## src/rtl/bram_capture_pkg.sv

```systemverilog
// Shared types and defaults for the ping-pong BRAM capture block.
package bram_capture_pkg;

  typedef enum logic [1:0] {
    S_IDLE    = 2'd0,
    S_CAPTURE = 2'd1,
    S_WAIT    = 2'd2
  } state_t;

  localparam int unsigned BYTE_SHIFT = 2;
  localparam int unsigned DEF_DATA_W = 32;
  localparam int unsigned DEF_N_CH   = 2;
  localparam int unsigned DEF_ADDR_W = 10;

endpackage

```

## src/rtl/bram_capture_ser.sv

```systemverilog
// Channel serializer: latches a multi-channel sample and emits one channel word per cycle.
module bram_capture_ser
  import bram_capture_pkg::*;
#(
  parameter int unsigned DATA_W = DEF_DATA_W,
  parameter int unsigned N_CH   = DEF_N_CH,
  parameter int unsigned CH_W   = (N_CH > 1) ? $clog2(N_CH) : 1
) (
  input  logic                   clk,
  input  logic                   rst,
  input  logic                   start,
  input  logic [N_CH*DATA_W-1:0] datos,
  output logic                   busy,
  output logic                   emit_c,
  output logic [DATA_W-1:0]      word_c,
  output logic [CH_W-1:0]        ch_c,
  output logic                   last_c
);

  localparam int unsigned LAST_CH = N_CH - 1;

  logic [N_CH-1:0][DATA_W-1:0] hold;
  logic [CH_W-1:0]             cnt;

  // Channel 0 goes out on the accept edge; busy covers the remaining channels.
  always_ff @(posedge clk) begin
    if (rst) begin
      hold <= '0;
      cnt  <= '0;
      busy <= 1'b0;
    end else if (start) begin
      hold <= datos;
      cnt  <= CH_W'(1);
      busy <= (N_CH > 1);
    end else if (busy) begin
      if (cnt == CH_W'(LAST_CH)) begin
        busy <= 1'b0;
      end
      cnt <= cnt + CH_W'(1);
    end
  end

  always_comb begin
    emit_c = start | busy;
    word_c = hold[cnt];
    ch_c   = cnt;
    last_c = (cnt == CH_W'(LAST_CH));
    if (start) begin
      word_c = datos[DATA_W-1:0];
      ch_c   = '0;
      last_c = (N_CH == 1);
    end
  end

endmodule

```

## src/rtl/bram_capture_pp.sv

```systemverilog
// Ping-pong BRAM capture: serializes multi-channel samples into two alternating banks.
// Optional BRAM_CAPTURE_OVF_CNT_EN adds a saturating dropped-sample counter output.
module bram_capture_pp
  import bram_capture_pkg::*;
#(
  parameter int unsigned DATA_W = DEF_DATA_W,
  parameter int unsigned N_CH   = DEF_N_CH,
  parameter int unsigned ADDR_W = DEF_ADDR_W
) (
  input  logic                   clk,
  input  logic                   rst,
  input  logic                   arm,
  input  logic                   valid,
  input  logic [N_CH*DATA_W-1:0] datos,
  input  logic                   rel_ack,
  input  logic                   rel_bank,
  output logic                   enable,
  output logic                   we,
  output logic [31:0]            addr,
  output logic [31:0]            din,
  output logic                   frame_done,
  output logic                   frame_bank,
  output logic [1:0]             full,
  output logic                   ovf
`ifdef BRAM_CAPTURE_OVF_CNT_EN
  , output logic [15:0]          ovf_cnt
`endif
);

  localparam int unsigned DEPTH     = 32'(1) << ADDR_W;
  localparam int unsigned LOG_N     = $clog2(N_CH);
  localparam int unsigned CH_W      = (N_CH > 1) ? LOG_N : 1;
  localparam int unsigned FRAME_LEN = DEPTH / N_CH;
  localparam int unsigned SAMP_W    = (ADDR_W > LOG_N) ? ADDR_W - LOG_N : 1;
  localparam int unsigned LAST_SAMP = FRAME_LEN - 1;

  state_t              state, state_nxt;
  logic                cur_bank;
  logic [SAMP_W-1:0]   samp_idx;
  logic                fin_pend;
  logic                wr_last;
  logic                arm_q;
  logic [31:0]         word_base;

  logic                ser_busy, emit_c, last_c;
  logic [DATA_W-1:0]   word_c;
  logic [CH_W-1:0]     ch_c;

  logic                accept_c, drop_c, idle_exit_c, frame_end_c, arm_rise_c;
  logic [1:0]          full_nxt_c;
  logic [31:0]         base_c, sel_base_c;

  bram_capture_ser #(
    .DATA_W (DATA_W),
    .N_CH   (N_CH),
    .CH_W   (CH_W)
  ) u_ser (
    .clk    (clk),
    .rst    (rst),
    .start  (accept_c),
    .datos  (datos),
    .busy   (ser_busy),
    .emit_c (emit_c),
    .word_c (word_c),
    .ch_c   (ch_c),
    .last_c (last_c)
  );

  // Acceptance, drop and frame-boundary decisions.
  always_comb begin
    frame_end_c = fin_pend & enable & wr_last;
    idle_exit_c = (state == S_CAPTURE) & ~arm & (samp_idx == '0) & ~fin_pend;
    accept_c    = (state == S_CAPTURE) & valid & ~ser_busy & ~fin_pend & ~idle_exit_c;
    drop_c      = valid & (((state == S_IDLE) & arm) | (state == S_WAIT) |
                  ((state == S_CAPTURE) & ~idle_exit_c & (ser_busy | fin_pend)));
    arm_rise_c  = arm & ~arm_q;
    base_c      = (32'(cur_bank) << ADDR_W) | (32'(samp_idx) << LOG_N);
    sel_base_c  = accept_c ? base_c : word_base;
    full_nxt_c  = full;
    if (rel_ack) begin
      full_nxt_c[rel_bank] = 1'b0;
    end
    // A completing frame wins over a release of the same bank.
    if (frame_end_c) begin
      full_nxt_c[cur_bank] = 1'b1;
    end
  end

  always_ff @(posedge clk) begin
    if (rst) begin
      state <= S_IDLE;
    end else begin
      state <= state_nxt;
    end
  end

  always_comb begin
    state_nxt = state;
    case (state)
      S_IDLE: begin
        if (arm) begin
          state_nxt = full[cur_bank] ? S_WAIT : S_CAPTURE;
        end
      end
      S_CAPTURE: begin
        if (frame_end_c) begin
          if (!arm) begin
            state_nxt = S_IDLE;
          end else if (full[~cur_bank]) begin
            state_nxt = S_WAIT;
          end
        end else if (idle_exit_c) begin
          state_nxt = S_IDLE;
        end
      end
      S_WAIT: begin
        if (!arm) begin
          state_nxt = S_IDLE;
        end else if (!full[cur_bank]) begin
          state_nxt = S_CAPTURE;
        end
      end
      default: state_nxt = S_IDLE;
    endcase
  end

  // Write port, frame bookkeeping and status flags.
  always_ff @(posedge clk) begin
    if (rst) begin
      cur_bank   <= 1'b0;
      samp_idx   <= '0;
      fin_pend   <= 1'b0;
      wr_last    <= 1'b0;
      arm_q      <= 1'b0;
      word_base  <= '0;
      enable     <= 1'b0;
      we         <= 1'b0;
      addr       <= '0;
      din        <= '0;
      frame_done <= 1'b0;
      frame_bank <= 1'b0;
      full       <= '0;
      ovf        <= 1'b0;
    end else begin
      arm_q      <= arm;
      full       <= full_nxt_c;
      frame_done <= frame_end_c;
      enable     <= emit_c;
      we         <= emit_c;
      wr_last    <= emit_c & last_c;
      ovf        <= (arm_rise_c ? 1'b0 : ovf) | drop_c;
      if (emit_c) begin
        din  <= 32'(word_c);
        addr <= (sel_base_c + 32'(ch_c)) << BYTE_SHIFT;
      end
      if (accept_c) begin
        word_base <= base_c;
        if (samp_idx == SAMP_W'(LAST_SAMP)) begin
          fin_pend <= 1'b1;
        end else begin
          samp_idx <= samp_idx + SAMP_W'(1);
        end
      end
      if (frame_end_c) begin
        frame_bank <= cur_bank;
        cur_bank   <= ~cur_bank;
        samp_idx   <= '0;
        fin_pend   <= 1'b0;
      end
    end
  end

`ifdef BRAM_CAPTURE_OVF_CNT_EN
  logic [15:0] cnt_base_c;

  always_comb begin
    cnt_base_c = arm_rise_c ? 16'd0 : ovf_cnt;
  end

  always_ff @(posedge clk) begin
    if (rst) begin
      ovf_cnt <= '0;
    end else if (drop_c && (cnt_base_c != 16'hFFFF)) begin
      ovf_cnt <= cnt_base_c + 16'd1;
    end else begin
      ovf_cnt <= cnt_base_c;
    end
  end
`endif

endmodule

```

## config.mk

```make
export PLATFORM = sky130hd
export DESIGN_NAME = bram_capture_pp
export DESIGN_NICKNAME = d
export VERILOG_FILES = /design/src/rtl/bram_capture_pkg.sv /design/src/rtl/bram_capture_ser.sv /design/src/rtl/bram_capture_pp.sv
export SDC_FILE = /design/constraint.sdc
export NUM_CORES = 1
export LEC_CHECK = 0
export ABC_AREA = 1
export BUFFER_PORTS_ARGS = -buffer_cell sky130_fd_sc_hd__buf_2
export CELL_PAD_IN_SITES_DETAIL_PLACEMENT = 2
export CELL_PAD_IN_SITES_GLOBAL_PLACEMENT = 2
export CORE_MARGIN = 4
export CORE_UTILIZATION = 30
export CTS_BUF_LIST = sky130_fd_sc_hd__clkbuf_16
export DETAILED_ROUTE_END_ITERATION = 7
export GPL_TIMING_DRIVEN = 1
export PLACE_DENSITY_LB_ADDON = 0.1
export SLEW_MARGIN = 20
export SYNTH_ARGS = -nofsm -noshare
export SYNTH_HDL_FRONTEND = slang
export SYNTH_SLANG_ARGS = --single-unit
export TNS_END_PERCENT = 10
```

## constraint.sdc

```tcl
create_clock -name clk -period 3.25 [get_ports clk]
set_clock_uncertainty 0.2 [all_clocks]
set_input_delay 0.325 -clock clk [delete_from_list [all_inputs] [get_ports clk]]
set_output_delay 0.325 -clock clk [all_outputs]
set_load 0.02 [all_outputs]
```

### After elaboration in Yosys (flattened, before gate mapping)

Index checks and enable logic that the tools add are counted.
W data, S select, Z words.

* bits in latches: 0
* output and inout port bits: 71
* memory bits (writable): 0
* register bits after elaboration: 181
* bits of input ports: 70
* memories: 0
* memory bits (read-only): 0
* logic and storage cells: 104

* $mul: 0
* div/mod/pow operators: 0
* bitwise logic cells: 31
* add/subtract/negate cells: 3
* shift-type cells: 0
* equal/unequal tests: 7
* multiplexer cells: 30
* reductions and logical operators: 9
* $lt $le $gt $ge: 6

Operators by type and width (count)
* $mux W32: 4
* $add A30 B1 Y30: 1
* $mux W2: 10
* $and A1 B1 Y1: 15
* $mux W1: 13
* $or A11 B10 Y11: 1
* $add A9 B1 Y9 const B: 1
* $eq A9 B9 Y1 const B: 1
* $logic_not A9 Y1: 1
* $lt A1 B2 Y1 const B: 4
* $not A1 Y1: 7
* $ne A3 B3 Y1 const B: 2
* $pmux W2 S3: 1
* $or A1 B1 Y1: 5
* $ne A4 B3 Y1 const B: 1
* $reduce_and A2 Y1: 2
* $reduce_and A4 Y1: 1
* $and A2 B2 Y2: 1
* $demux W1 S1: 2
* $eq A2 B1 Y1 const B: 1
* $eq A2 B2 Y1 const B: 1
* $ge A1 B1 Y1 const B: 2
* $logic_and A1 B1 Y1: 2
* $logic_not A2 Y1: 1
* 6 further kinds: 6

### Depth between registers and ports, before layout

* depth after elaboration: 10
* mapped depth: 19
* depth with buffers taken out: 17

### Cells and area by module

Synthesis repeated with hierarchy kept, for this count alone.

* cells, all modules: 1263
* area total of the unflattened synthesis: 8454.4 µm²

Modules (own cells, without submodules)
* bram_capture_pp: cells an instance 801, seq. area each 2262.2 µm², times used 1, area an instance 5477.8 µm²
* bram_capture_ser: cells an instance 462, seq. area each 1321.3 µm², times used 1, area an instance 2976.6 µm²

### Worst setup path after synthesis

Ideal clock, no wire load.

* kind: register -> register
* start: register samp_idx[0]
* end: register addr[26]
* setup time: 0.112 ns
* required time: 2.938 ns
* clock period less this slack: 2.265 ns
* path buffers: 2
* slack: 0.985 ns
* arrival: 1.953 ns
* cell stages (with the launch flop): 20
* cells stage by stage: dfxtp_1 -> inv_1 -> ha_1 -> nand2_1 -> nor2_1 -> nand3_4 -> nand2_4 -> buf_8 -> buf_12 -> nand2_4 -> nor2_2 -> inv_1 -> nor2_4 -> nand2_2 -> nor2_2 -> nand2_1 -> nand2_1 -> nand2_1 -> nand2_1 -> nand2_1

* word-level cells in the longest chain between the ends: 7
* elaborated cells between the ends (all ways): 10
* classes of those cells: add/sub: 1; mux: 2; bitwise: 6; reduce/logical: 1

RTL lines
* start: declaration: RTL line bram_capture_pp.sv:39 `logic [SAMP_W-1:0] samp_idx;`
* start signal: assignment: RTL line bram_capture_pp.sv:161 `samp_idx <= samp_idx + SAMP_W'(1);`
* $logic_not A9 Y1: RTL line bram_capture_pp.sv:72 `idle_exit_c = (state == S_CAPTURE) & ~arm & (samp_idx == '0) & ~fin_pend;`
* $and A1 B1 Y1 (2 in series): RTL line bram_capture_pp.sv:72
* $not A1 Y1: RTL line bram_capture_pp.sv:73 `accept_c = (state == S_CAPTURE) & valid & ~ser_busy & ~fin_pend & ~idle_exit_c;`
* $and A1 B1 Y1: RTL line bram_capture_pp.sv:73
* $mux W32 / $mux W1 (equally long branches)
* $add A30 B1 Y30: RTL line bram_capture_pp.sv:154 `addr <= (sel_base_c + 32'(ch_c)) << BYTE_SHIFT;`
* end signal: assignment: RTL line bram_capture_pp.sv:154
* end: declaration: RTL line bram_capture_pp.sv:19 `output logic [31:0] addr,`

Several ways; a longest one is shown, not always the timed one.
A chain may end at the register's enable or synchronous reset.

### Final worst setup path

* start: input arm
* end: register addr[29]

* word-level cells in the longest chain between the ends: 8
* elaborated cells between the ends (all ways): 10
* classes of those cells: add/sub: 1; mux: 2; bitwise: 7

RTL lines
* start: declaration: RTL line bram_capture_pp.sv:12 `input logic arm,`
* $not A1 Y1 *: RTL line bram_capture_pp.sv:72
* $and A1 B1 Y1 * (3 in series): RTL line bram_capture_pp.sv:72
* $not A1 Y1 *: RTL line bram_capture_pp.sv:73
* $and A1 B1 Y1 *: RTL line bram_capture_pp.sv:73
* $mux W32 / $mux W1 (equally long branches)
* $add A30 B1 Y30: RTL line bram_capture_pp.sv:154

Every way passes the cells marked *; elsewhere a longest branch is shown, timed or not.

==> run_results.csv <==
group,metric,value,unit
cells_and_area,fin_area,0.01040,mm²
drt,vias,8156,
pwr,p_leak,0.004751,µW
critical_path,arrival,3.05,ns
status,status,"finished clean",
drt,drc,0,
die,start_util,30.57,%
timing,slew_viol_final,0,
place,hpwlAfterDp,20750,µm
clock_network,max-clock-path-buffers,2,
critical_path,critical_path.endpoint_type,"register",
clock_network,h-tree-depth,4,
logic_synthesis,ys_seq_area_share,43.49,%
global_route,grt_overflow,0,
pwr,p_comb_share,21.3,%
critical_path,critPathRequiredTime,3.38,ns
logic_synthesis,async_reset_ff_share,0,%
hold_path,hp-start,"datos[54]",
die,row_count,60,
logic_synthesis,ys_types,40,
drt,firstDrtPassIters,4,
drt,vias_per_cell,4.812,
cells_and_area,final_net_count,1414,
clock_network,cts_inserted_buffers,17,
critical_path,timing.rr.end,"addr[29]",
global_route,antenna_found_initial,0,
critical_path,max_stage_delay,0.53,ns
clock_network,postCtsResizedCells,0,
cells_and_area,areaGrowthSynthToFinish,26.26,%
place,placed_cell_area,0.009183,mm²
logic_synthesis,synthAdderAreaFrac,0.4556,%
logic_synthesis,synth.avg_cell_area,7.109,µm²
global_route,grtUsageTotal,19.57,%
critical_path,startpoint_type,"input pin",
drt,ant_nets,0,
logic_synthesis,yosys_warnings,0,
pwr,power.internal,3885,µW
die,die_y,173.7,µm
timing,tns,0,ns
clock_network,ctsRootBufferMaster,"clkbuf_16",
global_route,grt_pass1_vias,8749,
critical_path,slowest_stage,"dlygate4sd3_1",
flow_run,cap_viol_max_count,0,
die,core,0.02695,mm²
place,place.gp.congestion,0.7894,
pwr,finalPower,5828,µW
timing,setup_viol,0,
timing,period_minus_slack,2.928,ns
clock_network,cts_num_sinks,179,
global_route,grt_start_max_net_pins,82,
critical_path,cp_max_fo,14,
die,ios,141,
die,fp.dieArea,0.03018,mm²
clock_network,cts_tree,"yes",
logic_synthesis,synth_top_family_by_area,"simple AND/OR/NAND/NOR gates",
timing,hold_ws,0.01903,ns
clock_network,path_clk_slew,0.07,ns
timing,maxSlewHeadroom,34.42,%
cells_and_area,drive_above_1_share,20.09,%
timing,rsz0062_at_grt,"no",
logic_synthesis,synth_compound_area_share,12.22,%
logic_synthesis,synth_mux_area_share,0.1215,%
critical_path,path_common_cell,"nand2_1",
global_route,grt_pass1_wl,48110,µm
drt,drt_iter0_markers,340,
logic_synthesis,synthXorXnorAreaFrac,0.3189,%
pwr,p_sw,1943,µW
hold_path,holdPathEnd,"u_ser.hold[54]",
critical_path,crit_chain,"dlygate4sd3_1 > buf_2 > inv_2 > nand2_1 > nor2_1 > nand3_4 > nand2_4 > buf_4 > buf_4 > nand3_1 > nor2_1 > nand2_1 > nor2_1 > nand3_1 > nand2_1 > nand2_1 > nand2_1 > nand2_1",
logic_synthesis,synth_edf_count,0,
logic_synthesis,mappedNetlistArea,0.008239,mm²
place,io_buffers,138,
critical_path,critical_path_class,"input pin to register",
logic_synthesis,synth_flop_cell,"dfxtp_1",
critical_path,rrSetupSlack,0.35,ns
pwr,pwr-share-seq,42.3,%
die,fp.dieW,173.7,µm
hold_path,min_path_type,"input pin to register",
timing,worst_slack,0.3221,ns
timing,hold_viol_final,0,
logic_synthesis,synth-simple-area-share,34.44,%
critical_path,r2r.worst_path.cells,17,
pwr,powerDensity,560.2,mW/mm²
clock_network,clk_latency,0.43,ns
cells_and_area,n_antenna_cell,0,
drt,routed_wirelength,29630,µm
timing,fmax,341.5,MHz
critical_path,regToRegStartpoint,"samp_idx[0]",
pwr,vdd_drop_max,240.6,µV
place,dp_slack,0.2558,ns
hold_path,whs_path_depth,3,
cells_and_area,fillers,3171,
drt,routedWlPerCell,17.48,µm
timing,final.period_utilization,90.09,%
logic_synthesis,ys_ff_latch,179,
logic_synthesis,synthCells,1159,
timing,tightestPinTransition,0.9837,ns
pwr,swShare,33.33,%
pwr,clockPowerShare,36.4,%
[registers in the layout (all words and copies together) (netlist names), 2 cells and up]
signal and cells:
addr 30, din 32, full 2, samp_idx 9, state 2, u_ser.hold 64, word_base 30
[metrics by stage]
stage | utilization [%] | std cells
after floorplan | - | 1160
after global placement | 34.07 | 1601
after detailed placement | 34.07 | 1601
after CTS | 38.50 | 1693
after global routing | 38.60 | 1695
final | 38.60 | 1695
[power by group through the flow]
| stage | clock network [µW] | logic, µW | registers (µW) |
|---|---|---|---|
| detailed placement | 0 | 1190 | 2520 |
| floorplan | 0 | 715 | 2580 |
| finish | 2120 | 1240 | 2470 |
| global placement | 0 | 1160 | 2510 |
| CTS | 2190 | 1260 | 2470 |
| global route | 2260 | 1390 | 2490 |
[Yosys cell counts (8+ instances only)]
master	n	area, µm²
o211ai_1	34	255.2
nor2_4	10	112.6
a31oi_1	13	81.33
o21ai_1	10	50.05
inv_2	11	41.29
buf_2	20	100.1
dfxtp_1	179	3583
buf_4	8	60.06
a21oi_1	45	225.2
nand3_1	67	335.3
clkbuf_1	21	78.83
inv_1	82	307.8
o21ai_0	61	305.3
nand3_2	9	90.09
nand2_1	353	1325
nand2_2	24	150.1
nor2_1	144	540.5
nor2_2	16	100.1
[repair_timing]
action                     CTS  global route
hold endpoints to repair    65             0
hold buffers                60             0
buffers inserted             0             1
setup endpoints to repair    0             9
[cells in the final DEF, fill, tap and decap left out, types with 2 or more instances in the layout]
cell and count:
a31oi_1 13, clkinv_4 3, nand4_1 6, inv_1 83
dfxtp_1 179, nor2_8 2, nor2_2 17, o21ai_1 10
nor2_4 10, buf_12 4, nand3_1 67, nor2_1 144
clkbuf_16 17, nand2_2 24, ha_1 3, a21oi_1 45
buf_4 19, o211ai_1 34, buf_2 138, conb_1 2
xor2_1 3, o21ai_0 61, nand2_1 353, inv_8 6
o21bai_1 5, clkinvlp_4 2, inv_2 12, nor3_1 5
a32o_1 3, dlygate4sd3_1 60, nand2_4 4, nand3_2 9
[cell families (layout without fill, tap and decap cells)]
group,Yosys count,after routing
compound gates,174,174
xor+xnor,3,3
simple gates,644,645
fa+ha+maj,3,3
buf+inv,154,347
flops,179,179
other cells,1,2
mux,1,1
[worst max-delay path by stage]
| stage | startpoint | endpoint | slack, ns | depth (start not counted) |
|---|---|---|---|---|
| global route | samp_idx[0] | addr[31] | 0.02 | 17 |
| detailed placement | state[0] | addr[20] | 0.26 | 16 |
| floorplan | samp_idx[0] | addr[26] | 0.98 | 19 |
| global placement | state[0] | addr[28] | 0.39 | 16 |
| CTS | state[0] | addr[24] | 0.18 | 16 |
| finish | arm | addr[29] | 0.32 | 18 |
[per-layer routing]
metal | global-route usage, % | part of all wire [%] | up-vias
met1 | 25.86 | 48 | 3985
met2 | 34.40 | 49 | 101
met5 | 0 | 0 | -
met4 | 4.487 | 1.2 | 0
met3 | 2.181 | 1.7 | 21
li1 | - | - | 4049
[cell type report]
type                            count  area (µm²)  area share [%]
Clock inverter                     15       167.7           1.612
Tap cell                          341       426.7           4.102
Timing Repair Buffer              221        1514           14.55
Sequential cell                   179        3583           34.45
Clock buffer                       17       425.4           4.089
Multi-Input combinational cell    828        3933           37.80
Inverter                           94       352.8           3.392
[critical path: cells and delay by family]
family	cells	cell delay [ns]
simple gates	13	1.56
buf+inv	5	1.18
No activity file was read; power rests on OpenSTA's default activity.
